### src/rtl/pct_trg_pkg.sv
// Shared definitions for the trigger stretcher / coincidence slice.
package pct_trg_pkg;

  localparam int unsigned DEF_CNTW = 8;
  localparam int unsigned MAX_NCH  = 16;

  // One-hot channel states
  typedef enum logic [3:0] {
    ST_IDLE   = 4'b0001,
    ST_DELAY  = 4'b0010,
    ST_ACTIVE = 4'b0100,
    ST_HOLD   = 4'b1000
  } chan_state_e;

  // Number of set bits in a vector of up to MAX_NCH channels
  function automatic logic [4:0] popcount(input logic [MAX_NCH-1:0] v);
    logic [4:0] n;
    n = '0;
    for (int unsigned i = 0; i < MAX_NCH; i++) begin
      n = n + {4'b0000, v[i]};
    end
    return n;
  endfunction

endpackage

### src/rtl/trg_stretch_chan.sv
// Single trigger channel: input sampling, rising-edge detect, and a
// delay / stretch / holdoff sequencer driving one TrgPls bit.
module trg_stretch_chan
  import pct_trg_pkg::*;
#(
  parameter int unsigned CNTW = DEF_CNTW
) (
  input  logic            Clock,
  input  logic            ResetN,
  input  logic            Enable,
  input  logic            TReqIn,
  input  logic [CNTW-1:0] TrgDly,
  input  logic [CNTW-1:0] TrgLen,
  input  logic [CNTW-1:0] HoldOff,
  output logic            TrgPls
);

  localparam logic [CNTW-1:0] ONE = CNTW'(1);

  chan_state_e     state_q, state_d;
  logic            s_q, s_d;
  logic            p_q, p_d;
  logic            armed_q, armed_d;
  logic [CNTW-1:0] cnt_q, cnt_d;
  logic [CNTW-1:0] dly_q, dly_d;
  logic [CNTW-1:0] len_q, len_d;
  logic [CNTW-1:0] hold_q, hold_d;
  logic            edge_det;

  // Input sampling and edge qualification.
  // armed only sets once a low level has been sampled, so an input that is
  // already high when reset releases does not count as an edge.
  always_comb begin
    s_d      = TReqIn;
    p_d      = s_q;
    armed_d  = armed_q | ~TReqIn;
    edge_det = s_q & ~p_q & Enable & armed_q;
  end

  // Sequencer next state; counter runs 0..N-1 in each timed state
  always_comb begin
    state_d = state_q;
    cnt_d   = cnt_q + ONE;
    dly_d   = dly_q;
    len_d   = len_q;
    hold_d  = hold_q;
    unique case (state_q)
      ST_IDLE: begin
        cnt_d = '0;
        if (edge_det) begin
          dly_d   = TrgDly;
          len_d   = (TrgLen == '0) ? ONE : TrgLen;
          hold_d  = HoldOff;
          state_d = (TrgDly == '0) ? ST_ACTIVE : ST_DELAY;
        end
      end
      ST_DELAY: begin
        if (cnt_q == dly_q - ONE) begin
          cnt_d   = '0;
          state_d = ST_ACTIVE;
        end
      end
      ST_ACTIVE: begin
        if (cnt_q == len_q - ONE) begin
          cnt_d   = '0;
          state_d = (hold_q != '0) ? ST_HOLD : ST_IDLE;
        end
      end
      ST_HOLD: begin
        if (cnt_q == hold_q - ONE) begin
          cnt_d   = '0;
          state_d = ST_IDLE;
        end
      end
      default: begin
        cnt_d   = '0;
        state_d = ST_IDLE;
      end
    endcase
  end

  // Channel registers
  always_ff @(posedge Clock or negedge ResetN) begin
    if (!ResetN) begin
      state_q <= ST_IDLE;
      s_q     <= 1'b0;
      p_q     <= 1'b0;
      armed_q <= 1'b0;
      cnt_q   <= '0;
      dly_q   <= '0;
      len_q   <= '0;
      hold_q  <= '0;
    end else begin
      state_q <= state_d;
      s_q     <= s_d;
      p_q     <= p_d;
      armed_q <= armed_d;
      cnt_q   <= cnt_d;
      dly_q   <= dly_d;
      len_q   <= len_d;
      hold_q  <= hold_d;
    end
  end

  assign TrgPls = (state_q == ST_ACTIVE);

endmodule

### src/rtl/trg_stretch_coinc.sv
// Multi-channel trigger stretcher with registered majority coincidence.
module trg_stretch_coinc
  import pct_trg_pkg::*;
#(
  parameter int unsigned NCH  = 4,
  parameter int unsigned CNTW = DEF_CNTW,
  parameter int unsigned THW  = 5
) (
  input  logic                Clock,
  input  logic                ResetN,
  input  logic                Enable,
  input  logic [NCH-1:0]      TReqIn,
  input  logic [NCH*CNTW-1:0] TrgDly,
  input  logic [NCH*CNTW-1:0] TrgLen,
  input  logic [CNTW-1:0]     HoldOff,
  input  logic [NCH-1:0]      ChanMask,
  input  logic [THW-1:0]      Thresh,
  output logic [NCH-1:0]      TrgPls,
  output logic                CoincOut,
  output logic                CoincRise
);

  logic [NCH-1:0]     pls;
  logic [MAX_NCH-1:0] masked;
  logic [4:0]         n_act;
  logic               coinc_q, coinc_d;
  logic               rise_q, rise_d;

  for (genvar i = 0; i < NCH; i++) begin : g_chan
    trg_stretch_chan #(
      .CNTW(CNTW)
    ) u_chan (
      .Clock  (Clock),
      .ResetN (ResetN),
      .Enable (Enable),
      .TReqIn (TReqIn[i]),
      .TrgDly (TrgDly[i*CNTW +: CNTW]),
      .TrgLen (TrgLen[i*CNTW +: CNTW]),
      .HoldOff(HoldOff),
      .TrgPls (pls[i])
    );
  end

  // Count masked active channels and compare against the threshold
  always_comb begin
    masked           = '0;
    masked[NCH-1:0]  = pls & ChanMask;
    n_act            = popcount(masked);
    coinc_d          = (Thresh != '0) && (32'(n_act) >= 32'(Thresh));
    rise_d           = coinc_d & ~coinc_q;
  end

  // Coincidence level and rising-edge pulse registers
  always_ff @(posedge Clock or negedge ResetN) begin
    if (!ResetN) begin
      coinc_q <= 1'b0;
      rise_q  <= 1'b0;
    end else begin
      coinc_q <= coinc_d;
      rise_q  <= rise_d;
    end
  end

  assign TrgPls    = pls;
  assign CoincOut  = coinc_q;
  assign CoincRise = rise_q;

endmodule

### config.mk
export PLATFORM = sky130hd
export DESIGN_NAME = trg_stretch_coinc
export DESIGN_NICKNAME = d
export VERILOG_FILES = /design/src/rtl/pct_trg_pkg.sv /design/src/rtl/trg_stretch_chan.sv /design/src/rtl/trg_stretch_coinc.sv
export SDC_FILE = /design/constraint.sdc
export NUM_CORES = 1
export LEC_CHECK = 0
export ABC_AREA = 1
export ABC_CLOCK_PERIOD_IN_PS = 3680
export BUFFER_PORTS_ARGS = -buffer_cell sky130_fd_sc_hd__buf_2
export CAP_MARGIN = 20
export CORE_ASPECT_RATIO = 1.4
export CORE_UTILIZATION = 45
export CTS_CLUSTER_DIAMETER = 80
export DETAILED_ROUTE_END_ITERATION = 16
export PLACE_DENSITY = 0.7
export SYNTH_ARGS = -nofsm -noshare
export SYNTH_HDL_FRONTEND = slang
export SYNTH_SLANG_ARGS = --single-unit
export TNS_END_PERCENT = 10
### constraint.sdc
create_clock -name Clock -period 3.68 [get_ports Clock]
set_input_delay 0.184 -clock Clock [delete_from_list [all_inputs] [get_ports Clock]]
set_output_delay 0.184 -clock Clock [all_outputs]
set_load 0.1 [all_outputs]
==> impl_metrics.yaml, run 1 <==
clock_network:
  htree_levels: 4
  clock-sinks: 158
  clock_latency_ns: 0.44
  cts_buffer_depth: 2
  cts_tree: "yes"
  numCtsBuffers: 17
  cts_root_buffer: "clkbuf_16"
  clkTransAtPathRegs_ns: 0.07
logic_synthesis:
  synth-async-reset-ratio_pct: 100
  synth_edf_count: 0
  yosys-top-cells-area: "dfrtp_1 (38%), nand2_1 (17%), nor2_1 (6.6%)"
  yosysTopAreaCellShare_pct: 37.8
  synth_top_family_by_area: "simple AND/OR/NAND/NOR gates"
  synth_xor_area_share_pct: 6.45
  ys.warnings.count: 0
  ys_ff_latch: 158
  seq_area_frac_synth_pct: 38.9
  muxShareOfSynthArea_pct: 0
  syn_area_um2: 10200
  yosys.area_share.simple_pct: 34.7
  synth_cell_types: 42
  ys.flop_type: "dfrtp_1"
  synthAdderAreaFrac_pct: 3.27
  syn_avg_cell_area_um2: 6.96
  synth-compound-area-share_pct: 7.98
  syn_inst: 1463
  yosys.area.top_type: "dfrtp_1"
  synth_fp_nets: 1577
setup_path:
  max_stage_delay_ns: 0.55
  slowest_stage: "dlygate4sd3_1"
  r2r_slack_ns: 0.29
  reg2reg_to: "CoincRise$_DFF_PN0_"
  critical_path_class: "reg -> reg"
  path_delay_family: "adder cells"
  start_kind: "flip-flop"
  cp_common_cell: "ha_1"
  ff2ff_path_depth: 16
  worstPathMaxFanout: 2
  r2r-start: "g_chan[0].u_chan.state_q[1]$_DFFE_PN0P_"
  end_kind: "flip-flop"
  critPathRequiredTime_ns: 4.01
  crit_chain: "nor2_1 -> inv_1 -> nor3_1 -> inv_1 -> nor2_2 -> fa_1 -> ha_1 -> ha_1 -> ha_1 -> o21ai_0 -> nand2_1 -> a21oi_1 -> nor3_1 -> dlygate4sd3_1 -> nand2_1 -> nor2_1"
  cp_num_buf_inv: 3
  cp_data_arrival_time_ns: 3.73
hold_path:
  min_path_cells: 3
  hold_end: "g_chan[1].u_chan.len_q[5]$_DFFE_PN0P_"
  min_from: "TrgLen[13]"
  hp-class: "in -> reg"
drt:
  drtAntennaViolNets: 0
  routed_wl_mm: 25.3
  via_count: 9547
  drt_pass1_iterations: 5
  wl_per_cell_um: 13.1
  via_per_inst: 4.95
  first_iter_violations: 426
  drc: 0
floorplan:
  coreArea_um2: 22000
  ioPinCount: 94
  rows: 64
  fp.dieH_um: 180
  start_util_pct: 46.3
  design.die.area_um2: 23300
  die_w_um: 129
global_routing:
  grt_overflow: 0
  grt_max_degree: 101
  grtUsageTotal_pct: 23.5
  grt_pass1_wl_mm: 43.1
  antenna_found_initial: 0
  grt_pass1_vias: 9343
power_and_ir_drop:
  leakagePower_nw: 6.26
  p_per_area_nw_per_um2: 690
  peakVddDrop_v: 0.000404
placement:
  dp_cells: 1828
  gp_congestion: 0.864
  dpl.hpwl_mm: 18.2
  port_buffers: 93
sta:
  setup_tns_ns: 0
  fmax_ghz: 0.295
  rsz0062_at_grt: "false"
  final.min_clock_period_ns: 3.39
  slew_viol_final: 0
  tightestPinTransition_ns: 0.950
  fin_crit_sh_pct: 92.2
  finalSetupViolCount: 0
  final.setup_skew_ns: 0.0113
  maxSlewHeadroom_pct: 36.7
  hold_viol: 0
layout:
  final_cell_mix: "nand2_1 (452), nor2_1 (177), inv_1 (175), dfrtp_1 (154), nand3_1 (103)"
  syn2layout_area_growth_pct: 19.4
  antenna_cells: 0
  seqCellArea_um2: 3960
  final_nets: 1731
  multi_input_area_um2: 5350
  n_fill_cell: 2140
  final_common_cell: "nand2_1"
  final_cells: 1927
  drive_gt1_share_pct: 11.4
run:
  maxCapViolations: 0
outcome:
  status: "finished, final reports clean"
[registers in the layout, summed over array words and instances, names as in the netlist]
| signal | cells |
|---|---|
| CoincRise | 1 |
| g_chan.u_chan.armed_q | 4 |
| g_chan.u_chan.p_d | 4 |
| g_chan.u_chan.len_q | 32 |
| CoincOut | 1 |
| g_chan.u_chan.hold_q | 32 |
| g_chan.u_chan.p_q | 4 |
| g_chan.u_chan.cnt_q | 32 |
| g_chan.u_chan.state_q | 16 |
| g_chan.u_chan.dly_q | 32 |
[final cells by class]
| type | count | area share (%) |
|---|---|---|
| Inverter | 189 | 5.83 |
| Timing Repair Buffer | 168 | 9.99 |
| Multi-Input combinational cell | 1083 | 44.0 |
| Clock inverter | 15 | 1.12 |
| Sequential cell | 158 | 32.5 |
| Clock buffer | 17 | 3.50 |
| Tap cell | 297 | 3.05 |
[metal layers]
| layer | track usage (%) | wire [um] |
|---|---|---|
| met1 | 27.8 | 11000 |
| met2 | 41.7 | 13000 |
| met3 | 3.71 | 631 |
| met4 | 9.32 | 690 |
| met5 | 0 | 0 |
[worst max-delay path by stage]
stage                                            startpoint                  end  slack, ns  cells past startpoint
floorplan           g_chan[1].u_chan.state_q[0]$_DFFE_PN1P_  CoincRise$_DFF_PN0_       0.99                     15
global placement    g_chan[0].u_chan.state_q[1]$_DFFE_PN0P_  CoincRise$_DFF_PN0_       0.82                     15
detailed placement  g_chan[0].u_chan.state_q[1]$_DFFE_PN0P_  CoincRise$_DFF_PN0_       0.72                     15
CTS                 g_chan[0].u_chan.state_q[1]$_DFFE_PN0P_  CoincRise$_DFF_PN0_       0.16                     16
global route        g_chan[1].u_chan.state_q[0]$_DFFE_PN1P_  CoincRise$_DFF_PN0_       0.03                     17
finish              g_chan[0].u_chan.state_q[1]$_DFFE_PN0P_  CoincRise$_DFF_PN0_       0.29                     16
[cell usage after synthesis, types with 3 or more instances]
master / number
nand2_1: 452
nor2_1: 180
inv_1: 175
dfrtp_1: 154
nand3_1: 103
o21ai_0: 89
xor2_1: 48
xnor2_1: 27
ha_1: 25
a21oi_1: 21
a31oi_1: 20
nor4_1: 17
nor3_1: 14
inv_2: 13
buf_2: 12
nand4_1: 12
and2_1: 11
clkbuf_1: 11
nand2_2: 9
o21ai_1: 9
buf_4: 8
nor2_2: 8
nand3_2: 6
nand2_4: 5
o21bai_1: 5
dfstp_2: 4
or2_1: 4
and3_1: 3
nand3b_1: 3
[kinds of logic (layout without fill, tap and decap cells)]
logic type / Yosys count / in the layout
DFF: 158 / 158
and+or+nand+nor: 832 / 832
xor gates and xnor gates: 75 / 75
adders and majority gates: 26 / 26
AOI/OAI and AO/OA: 150 / 150
buffers and inverters: 222 / 389
[worst reg2reg max path, stage by stage (launching register included)]
cell and delay, ns:
dfrtp_1 0.38, nor2_1 0.10, inv_1 0.06, nor3_1 0.22, inv_1 0.11, nor2_2 0.21
fa_1 0.44, ha_1 0.21, ha_1 0.27, ha_1 0.26, o21ai_0 0.08, nand2_1 0.08
a21oi_1 0.15, nor3_1 0.05, dlygate4sd3_1 0.55, nand2_1 0.07, nor2_1 0.04
[per-stage QoR]
stage | cell area (um^2) | total power, W | worst slack (ns) | util [%] | hold slack (ns)
6_report | 12200 | 0.00840 | 0.285 | 55.2 | 0.0195
5_1_grt | 12200 | 0.00925 | 0.0265 | 55.2 | 0.0316
4_1_cts | 12200 | 0.00844 | 0.160 | 55.2 | 0.00527
3_5_place_dp | 10900 | 0.00661 | 0.721 | 49.6 | 0.311
3_3_place_gp | 10900 | 0.00651 | 0.816 | 49.6 | 0.308
2_1_floorplan | 10200 | 0.00579 | 0.988 | - | -0.112
[report_power, final]
group / internal, W / switching [W] / leakage [nW]
registers: 0.00233 / 0.000587 / 2.00
clock network: 0.000938 / 0.000776 / 0.272
logic: 0.00147 / 0.00230 / 3.98
[timing repair]
action,in CTS,in global routing
buffers inserted,0,0
hold endpoints to repair,166,0
endpoints found under the setup margin,0,2
gates resized for setup,0,2
hold buffers,67,0
(Power assumes the default switching activity.)
==> run 2, diff against run 1 <==
--- a/config.mk
+++ b/config.mk
@@ -11,8 +11,9 @@
 export CAP_MARGIN = 20
 export CORE_ASPECT_RATIO = 1.4
 export CORE_UTILIZATION = 45
-export CTS_CLUSTER_DIAMETER = 80
+export CTS_CLUSTER_DIAMETER = 100
 export DETAILED_ROUTE_END_ITERATION = 16
+export MAX_ROUTING_LAYER = met4
 export PLACE_DENSITY = 0.7
 export SYNTH_ARGS = -nofsm -noshare
 export SYNTH_HDL_FRONTEND = slang
==> run 2 against run 1 <==
Compared with the run above: clock power is essentially flat; highest routed layer unchanged; worst setup slack worse by 0.0086 ns; sequential power about the same; largest power group unchanged.
==> impl_metrics.yaml, run 2 (synthesis gave the netlist of run 1 again) <==
clock_network:
  cts_tree: "yes"
  cts_buffer_depth: 2
  cts_root_buffer: "clkbuf_16"
  clock-sinks: 158
  postCtsSetupRepairBufs: 0
  clkTransAtPathRegs_ns: 0.07
  numCtsBuffers: 17
  clock_latency_ns: 0.44
  htree_levels: 4
layout:
  drive_gt1_share_pct: 11.4
  final_cell_mix: "nand2_1 (452), nor2_1 (177), inv_1 (175), dfrtp_1 (154), nand3_1 (103)"
  antenna_cells: 0
  n_fill_cell: 2140
  final_core_util_pct: 55.2
  final_nets: 1731
  final_common_cell: "nand2_1"
  stdcell_area_um2: 12200
  syn2layout_area_growth_pct: 19.4
outcome:
  status: "finished, final reports clean"
drt:
  drtAntennaViolNets: 0
  wl_per_cell_um: 13.1
  routed_wl_mm: 25.3
  first_iter_violations: 457
  drt_pass1_iterations: 5
  via_per_inst: 4.97
  drc: 0
  via_count: 9580
sta:
  fin_crit_sh_pct: 92.5
  maxSlewHeadroom_pct: 37.2
  setup_tns_ns: 0
  slew_viol_final: 0
  final.setup_skew_ns: 0.00941
  tightestPinTransition_ns: 0.942
  hold_slack_ns: 0.0172
  fin_ws_ns: 0.277
  final.min_clock_period_ns: 3.40
  fmax_ghz: 0.294
  hold_viol: 0
  rsz0062_at_grt: "false"
  finalSetupViolCount: 0
floorplan:
  coreArea_um2: 22000
  fp.dieH_um: 180
  rows: 64
  start_util_pct: 46.3
  ioPinCount: 94
  design.die.area_um2: 23300
  die_w_um: 129
global_routing:
  grt_pass1_wl_mm: 43.1
  grtUsageTotal_pct: 24.2
  grt_pass1_vias: 9324
  antenna_found_initial: 0
  grt_overflow: 0
  grt_max_degree: 101
power_and_ir_drop:
  peakVddDrop_v: 0.000402
  leakagePower_nw: 6.26
  p_per_area_nw_per_um2: 690
setup_path:
  worstPathMaxFanout: 2
  critPathRequiredTime_ns: 4.01
  critical_path_class: "reg -> reg"
  start_kind: "flip-flop"
  r2r-start: "g_chan[0].u_chan.state_q[1]$_DFFE_PN0P_"
  cp_data_arrival_time_ns: 3.74
  crit_start: "g_chan[0].u_chan.state_q[1]$_DFFE_PN0P_"
  end_kind: "flip-flop"
run:
  maxCapViolations: 0
hold_path:
  min_from: "TrgLen[13]"
  hp-class: "in -> reg"
placement:
  place_ws_ns: 0.721
  gp_congestion: 0.881
  port_buffers: 93
  placedInstanceArea_um2: 10900
  dpl.hpwl_mm: 18.2
-- run 2: cell counts in the layout (fill, tap and decap cells not counted) --
Identical to the previous run, type by type.
-- run 2: cell type report --
cell class	count	area, um^2	share of cell area, %
clock buffers	17	425	3.50
clock inverters	15	136	1.12
inverters	189	709	5.83
multi-input cells	1083	5350	44.0
flip-flops and latches	158	3960	32.5
well taps	297	372	3.05
repair buffers	168	1210	9.99
-- run 2: per-stage QoR --
step	power, W	std cells
floorplan	0.00579	1463
global placement	0.00651	1828
detailed placement	0.00661	1828
CTS	0.00844	1927
global route	0.00925	1927
finish	0.00840	1927
-- run 2: path summary, 6_finish.rpt --
kind                                                            to  cells past startpoint  slack (ns)
min in group asynchronous    g_chan[0].u_chan.dly_q[0]$_DFFE_PN0P_                      2        0.42
min reg2reg                         g_chan[3].u_chan.p_q$_DFF_PN0_                      0        0.37
max in group asynchronous  g_chan[0].u_chan.state_q[0]$_DFFE_PN1P_                      3        2.35
max reg2reg                                    CoincRise$_DFF_PN0_                     16        0.28
max                                            CoincRise$_DFF_PN0_                     16        0.28
min                          g_chan[1].u_chan.len_q[5]$_DFFE_PN0P_                      3        0.02
-- run 2: routing by layer --
metal  wire length, um  track usage (%)  vias to the layer above
met5                 0                -                        -
met4               679             9.32                        0
met3               729             3.50                       44
met2             13000             41.6                      178
met1             10900             28.0                     4437
li1                  -                -                     4921
-- run 2: what timing repair did --
| action | 4_1_cts | 5_1_grt |
|---|---|---|
| resized for setup | 0 | 2 |
| hold endpoints to repair | 166 | 0 |
| endpoints found under the setup margin | 0 | 2 |
| hold buffers | 67 | 0 |
-- run 2: critical path, cell delays in order, from the launching register on --
cell and delay, ns:
dfrtp_1 0.38, nor2_1 0.10, inv_1 0.06, nor3_1 0.22
inv_1 0.11, nor2_2 0.21, fa_1 0.44, ha_1 0.21
ha_1 0.27, ha_1 0.26, o21ai_0 0.08, nand2_1 0.08
a21oi_1 0.15, nor3_1 0.05, dlygate4sd3_1 0.55, nand2_1 0.07
nor2_1 0.04
-- run 2: where the power goes --
group | internal, W | total (W) | switching [W]
registers | 0.00233 | 0.00291 | 0.000587
logic | 0.00147 | 0.00377 | 0.00230
clock network | 0.000938 | 0.00172 | 0.000777
total | 0.00474 | 0.00840 | 0.00366
